==> src/rtl/serial_adder.sv <==
`default_nettype none
// ============================================================================
// serial_adder : bit-serial ripple adder, LSB first, one bit per clock.
// Revision     : 1.0
// ============================================================================
module serial_adder #(
  parameter int WIDTH = 8
) (
  input  logic             clk,
  input  logic             rst_n,
  input  logic             start,
  input  logic [WIDTH-1:0] a,
  input  logic [WIDTH-1:0] b,
  input  logic             cin,
  output logic             busy,
  output logic             done,
  output logic [WIDTH-1:0] sum,
  output logic             cout
);

  localparam int CW = (WIDTH > 1) ? $clog2(WIDTH) : 1;

  typedef enum logic [1:0] {
    IDLE = 2'd0,
    RUN  = 2'd1,
    DONE = 2'd2
  } state_t;

  state_t           state;
  state_t           state_nxt;
  logic [WIDTH-1:0] a_sh;
  logic [WIDTH-1:0] b_sh;
  logic [WIDTH-1:0] res_sh;
  logic             carry;
  logic [CW-1:0]    cnt;
  logic             last;
  logic             s_bit;
  logic             c_bit;

  assign s_bit = a_sh[0] ^ b_sh[0] ^ carry;
  assign c_bit = (a_sh[0] & b_sh[0]) | (a_sh[0] & carry) | (b_sh[0] & carry);
  assign last  = (cnt == CW'(WIDTH - 1));

  assign busy = (state == RUN);
  assign done = (state == DONE);

  always_ff @(posedge clk or negedge rst_n) begin
    if (!rst_n) begin
      state <= IDLE;
    end else begin
      state <= state_nxt;
    end
  end

  always_comb begin
    state_nxt = state;
    case (state)
      IDLE:    if (start) state_nxt = RUN;
      RUN:     if (last)  state_nxt = DONE;
      DONE:    state_nxt = IDLE;
      default: state_nxt = IDLE;
    endcase
  end

  // Operands are captured once on acceptance, so later input changes are invisible.
  always_ff @(posedge clk or negedge rst_n) begin
    if (!rst_n) begin
      a_sh   <= '0;
      b_sh   <= '0;
      res_sh <= '0;
      carry  <= 1'b0;
      cnt    <= '0;
      sum    <= '0;
      cout   <= 1'b0;
    end else begin
      case (state)
        IDLE: begin
          if (start) begin
            a_sh   <= a;
            b_sh   <= b;
            carry  <= cin;
            res_sh <= '0;
            cnt    <= '0;
          end
        end
        RUN: begin
          a_sh   <= a_sh >> 1;
          b_sh   <= b_sh >> 1;
          carry  <= c_bit;
          res_sh <= {s_bit, res_sh[WIDTH-1:1]};
          cnt    <= cnt + CW'(1);
          if (last) begin
            sum  <= {s_bit, res_sh[WIDTH-1:1]};
            cout <= c_bit;
          end
        end
        default: ;
      endcase
    end
  end

endmodule
`default_nettype wire

==> config.mk <==
export PLATFORM = sky130hd
export DESIGN_NAME = serial_adder
export DESIGN_NICKNAME = d
export VERILOG_FILES = /design/src/rtl/serial_adder.sv
export SDC_FILE = /design/constraint.sdc
export NUM_CORES = 1
export LEC_CHECK = 0
export ABC_AREA = 1
export CORE_MARGIN = 1
export CORE_UTILIZATION = 44
export DETAILED_ROUTE_END_ITERATION = 7
export GPL_TIMING_DRIVEN = 0
export PLACE_DENSITY = 0.71
export SETUP_SLACK_MARGIN = 0.2
export SYNTH_ARGS = -nofsm -noshare
export SYNTH_HDL_FRONTEND = slang
export SYNTH_SLANG_ARGS = --single-unit
==> constraint.sdc <==
create_clock -name clk -period 3.34 [get_ports clk]
set_clock_uncertainty 0.2 [all_clocks]
set_input_delay 0.668 -clock clk [delete_from_list [all_inputs] [get_ports clk]]
set_output_delay 0.668 -clock clk [all_outputs]
set_load 0.05 [all_outputs]
==> metrics <==
ranking of synthesized cells by area dfrtp_1 52%, nand2_1 15%, nand3_1 8.8%; Yosys top cell area share 0.523; Post-synth EDFFs 0; Hold Path Class input pin to asynchronous set/reset pin; total power roughly 2.1 mW; Setup TNS 0 ns; Placer Congestion around 0.76; Final Hold Fails 0; Cell variety after synth 21; Fillers 378; Setup Slack @ Placement ~0.67 ns; first-pass GRT wire length approximately 6.0 mm; DRC 0; routed wire length per instance about 12 µm; status completed; relative slew slack 0.450; number of top-level pins 31; n_diodes 0; # placed instances 297; clk buf depth 2; clock latency on the worst-skew pair around 0.29 ns; largest net degree at the start of global routing 39; die width 66.3 µm; Synth Cell Area 1820 µm²; sequential share of the synthesized area 0.523; syn avg cell area between 8 and 9 µm²; initial antenna violation count 0; worst hold slack ~0.27 ns; Post-CTS Hold Fix Bufs 0; area leader, netlist dfrtp_1; ys flop type dfrtp_1; RSZ-0062 raised after global routing no; die area ~4400 µm²; CP Data Arrival Time ~2.1 ns; post-route ant nets 0; Post-synth ARST share 1.00; PD cells between 900 and 1000 nW/µm²; post-route insts no fill 304; Final setup viols 0; GR Util All Layers 0.187; Layout area overhead 23.9%; CTS clock-pin slew for the worst setup and hold paths roughly 0.07 ns; Leak Pwr 1.18 nW; total CTS buffers 5; Met2 Routed Length around 1.7 mm; Starting DRT DRC Count between 100 and 150; register bit total from synthesis 38; CP Launch Type flop; maximum vdd ir drop between 0.0004 and 0.0005 V; setup bufs post-CTS 0; Initial Util 0.458; via count between 1000 and 1500; count of port buffers added during placement 30; R2R cell count 6; wl on met1 1.67 mm; DPL Wire Length 2.44 mm; crit path kind flop to output port; critical path peak fanout 10; Max Cap Violations 0; Final min period a little under 3 ns; CTS Root Cell clkbuf_8; post-cts gate resize count 0; cell count after synthesis about 220; synth warn 0; Data required, critical path approximately 2.5 ns; Vias/cell 4.69; vias in the first global route 1374; fin worst setup slack roughly 0.37 ns; top sig layer met4; GRT overflow 0; slew at the pin closest to its max-slew limit 0.825 ns; Clock Sinks 38; met3 WL roughly 140 µm; Placeable Area around 4000 µm²; DR pass1 iterations 4; CTS tree built; FP Rows 23; most common cell in the netlist nand2_1; Post-synth top cells 71 x nand2_1, 38 x dfrtp_1, 35 x inv_1, 32 x nand3_1, 7 x o21ai_2; Die Height 66.3 µm; layout cell share with drive strength beyond 1 0.118; max-slew violations 0; CP endpoint kind output port; H-Tree Depth 2; syn_nets 240; Tcrit/Tclk final 0.888; nets@finish 277; final wirelength roughly 3.6 mm; fmax 0.337 GHz
## logic make-up after synthesis
kind of cell,synth area share
adders and majority gates,0.0248
buffers and inverters,0.120
AOI/OAI and AO/OA,0.0633
and+or+nand+nor,0.268
DFF,0.523
## state kept, by name, summed over array words and instances (netlist names)
signal and flops:
sum 8, carry 1, cout 1, cnt 3, b_sh 8, state 2
a_sh 8, res_sh 7
## routing by layer
metal,track usage,up-vias
met2,0.307,25
met3,0.0552,3
li1,-,735
met1,0.230,662
met5,0,-
met4,0.0691,0
## worst max-delay path, cell delays in order (launching register included)
cell,delay [ns]
dfrtp_1,0.33
buf_4,0.17
inv_2,0.07
nor2_4,0.15
buf_2,0.25
clkdlybuf4s50_1,0.84
## final timing paths
check	from	to	slack, ns
setup / recovery	state[0]	busy	0.37
hold reg to reg	cnt[1]	cnt[1]	0.28
hold / removal	rst_n	b_sh[3]	0.27
setup reg to reg	cnt[0]	sum[4]	1.74
max in group asynchronous	rst_n	b_sh[0]	2.14
min in group clk	cnt[1]	cnt[1]	0.28
## layout by cell type, fill, tap and decap left out
cell type and instances:
o21ai_0 2, o21ai_2 7, a21oi_1 1, ha_1 2, clkinv_4 1, dfrtp_1 38, nand3_1 32, nand2_4 2
nor2_1 4, nor2_4 1, clkdlybuf4s50_1 29, buf_6 4, clkbuf_1 3, a21oi_2 1, nand2_2 2, nand2_1 71
fa_1 1, buf_4 1, clkbuf_8 5, o21ai_1 6, buf_2 4, inv_2 2, inv_1 35
## report_power, final
group,total [mW],switching [mW],internal (mW)
Combinational,1.05,0.657,0.393
Sequential,0.779,0.111,0.668
Clock,0.294,0.151,0.144
## metrics by stage
stage	utilization	cell area (µm²)
global route	0.567	2250
floorplan	-	1820
detailed placement	0.548	2180
finish	0.567	2250
CTS	0.567	2250
global placement	0.549	2180
## final cells by class
cell class              instances  area [µm²]  share of cell area
clock buffers                   7        76.3              0.0339
multi-input cells             132         648               0.288
flip-flops and latches         38         951               0.422
inverters                      38         148              0.0656
repair buffers                 30         295               0.131
plain buffers                   9        71.3              0.0317
well taps                      50        62.6              0.0278
No activity file was read; power rests on OpenSTA's default activity.
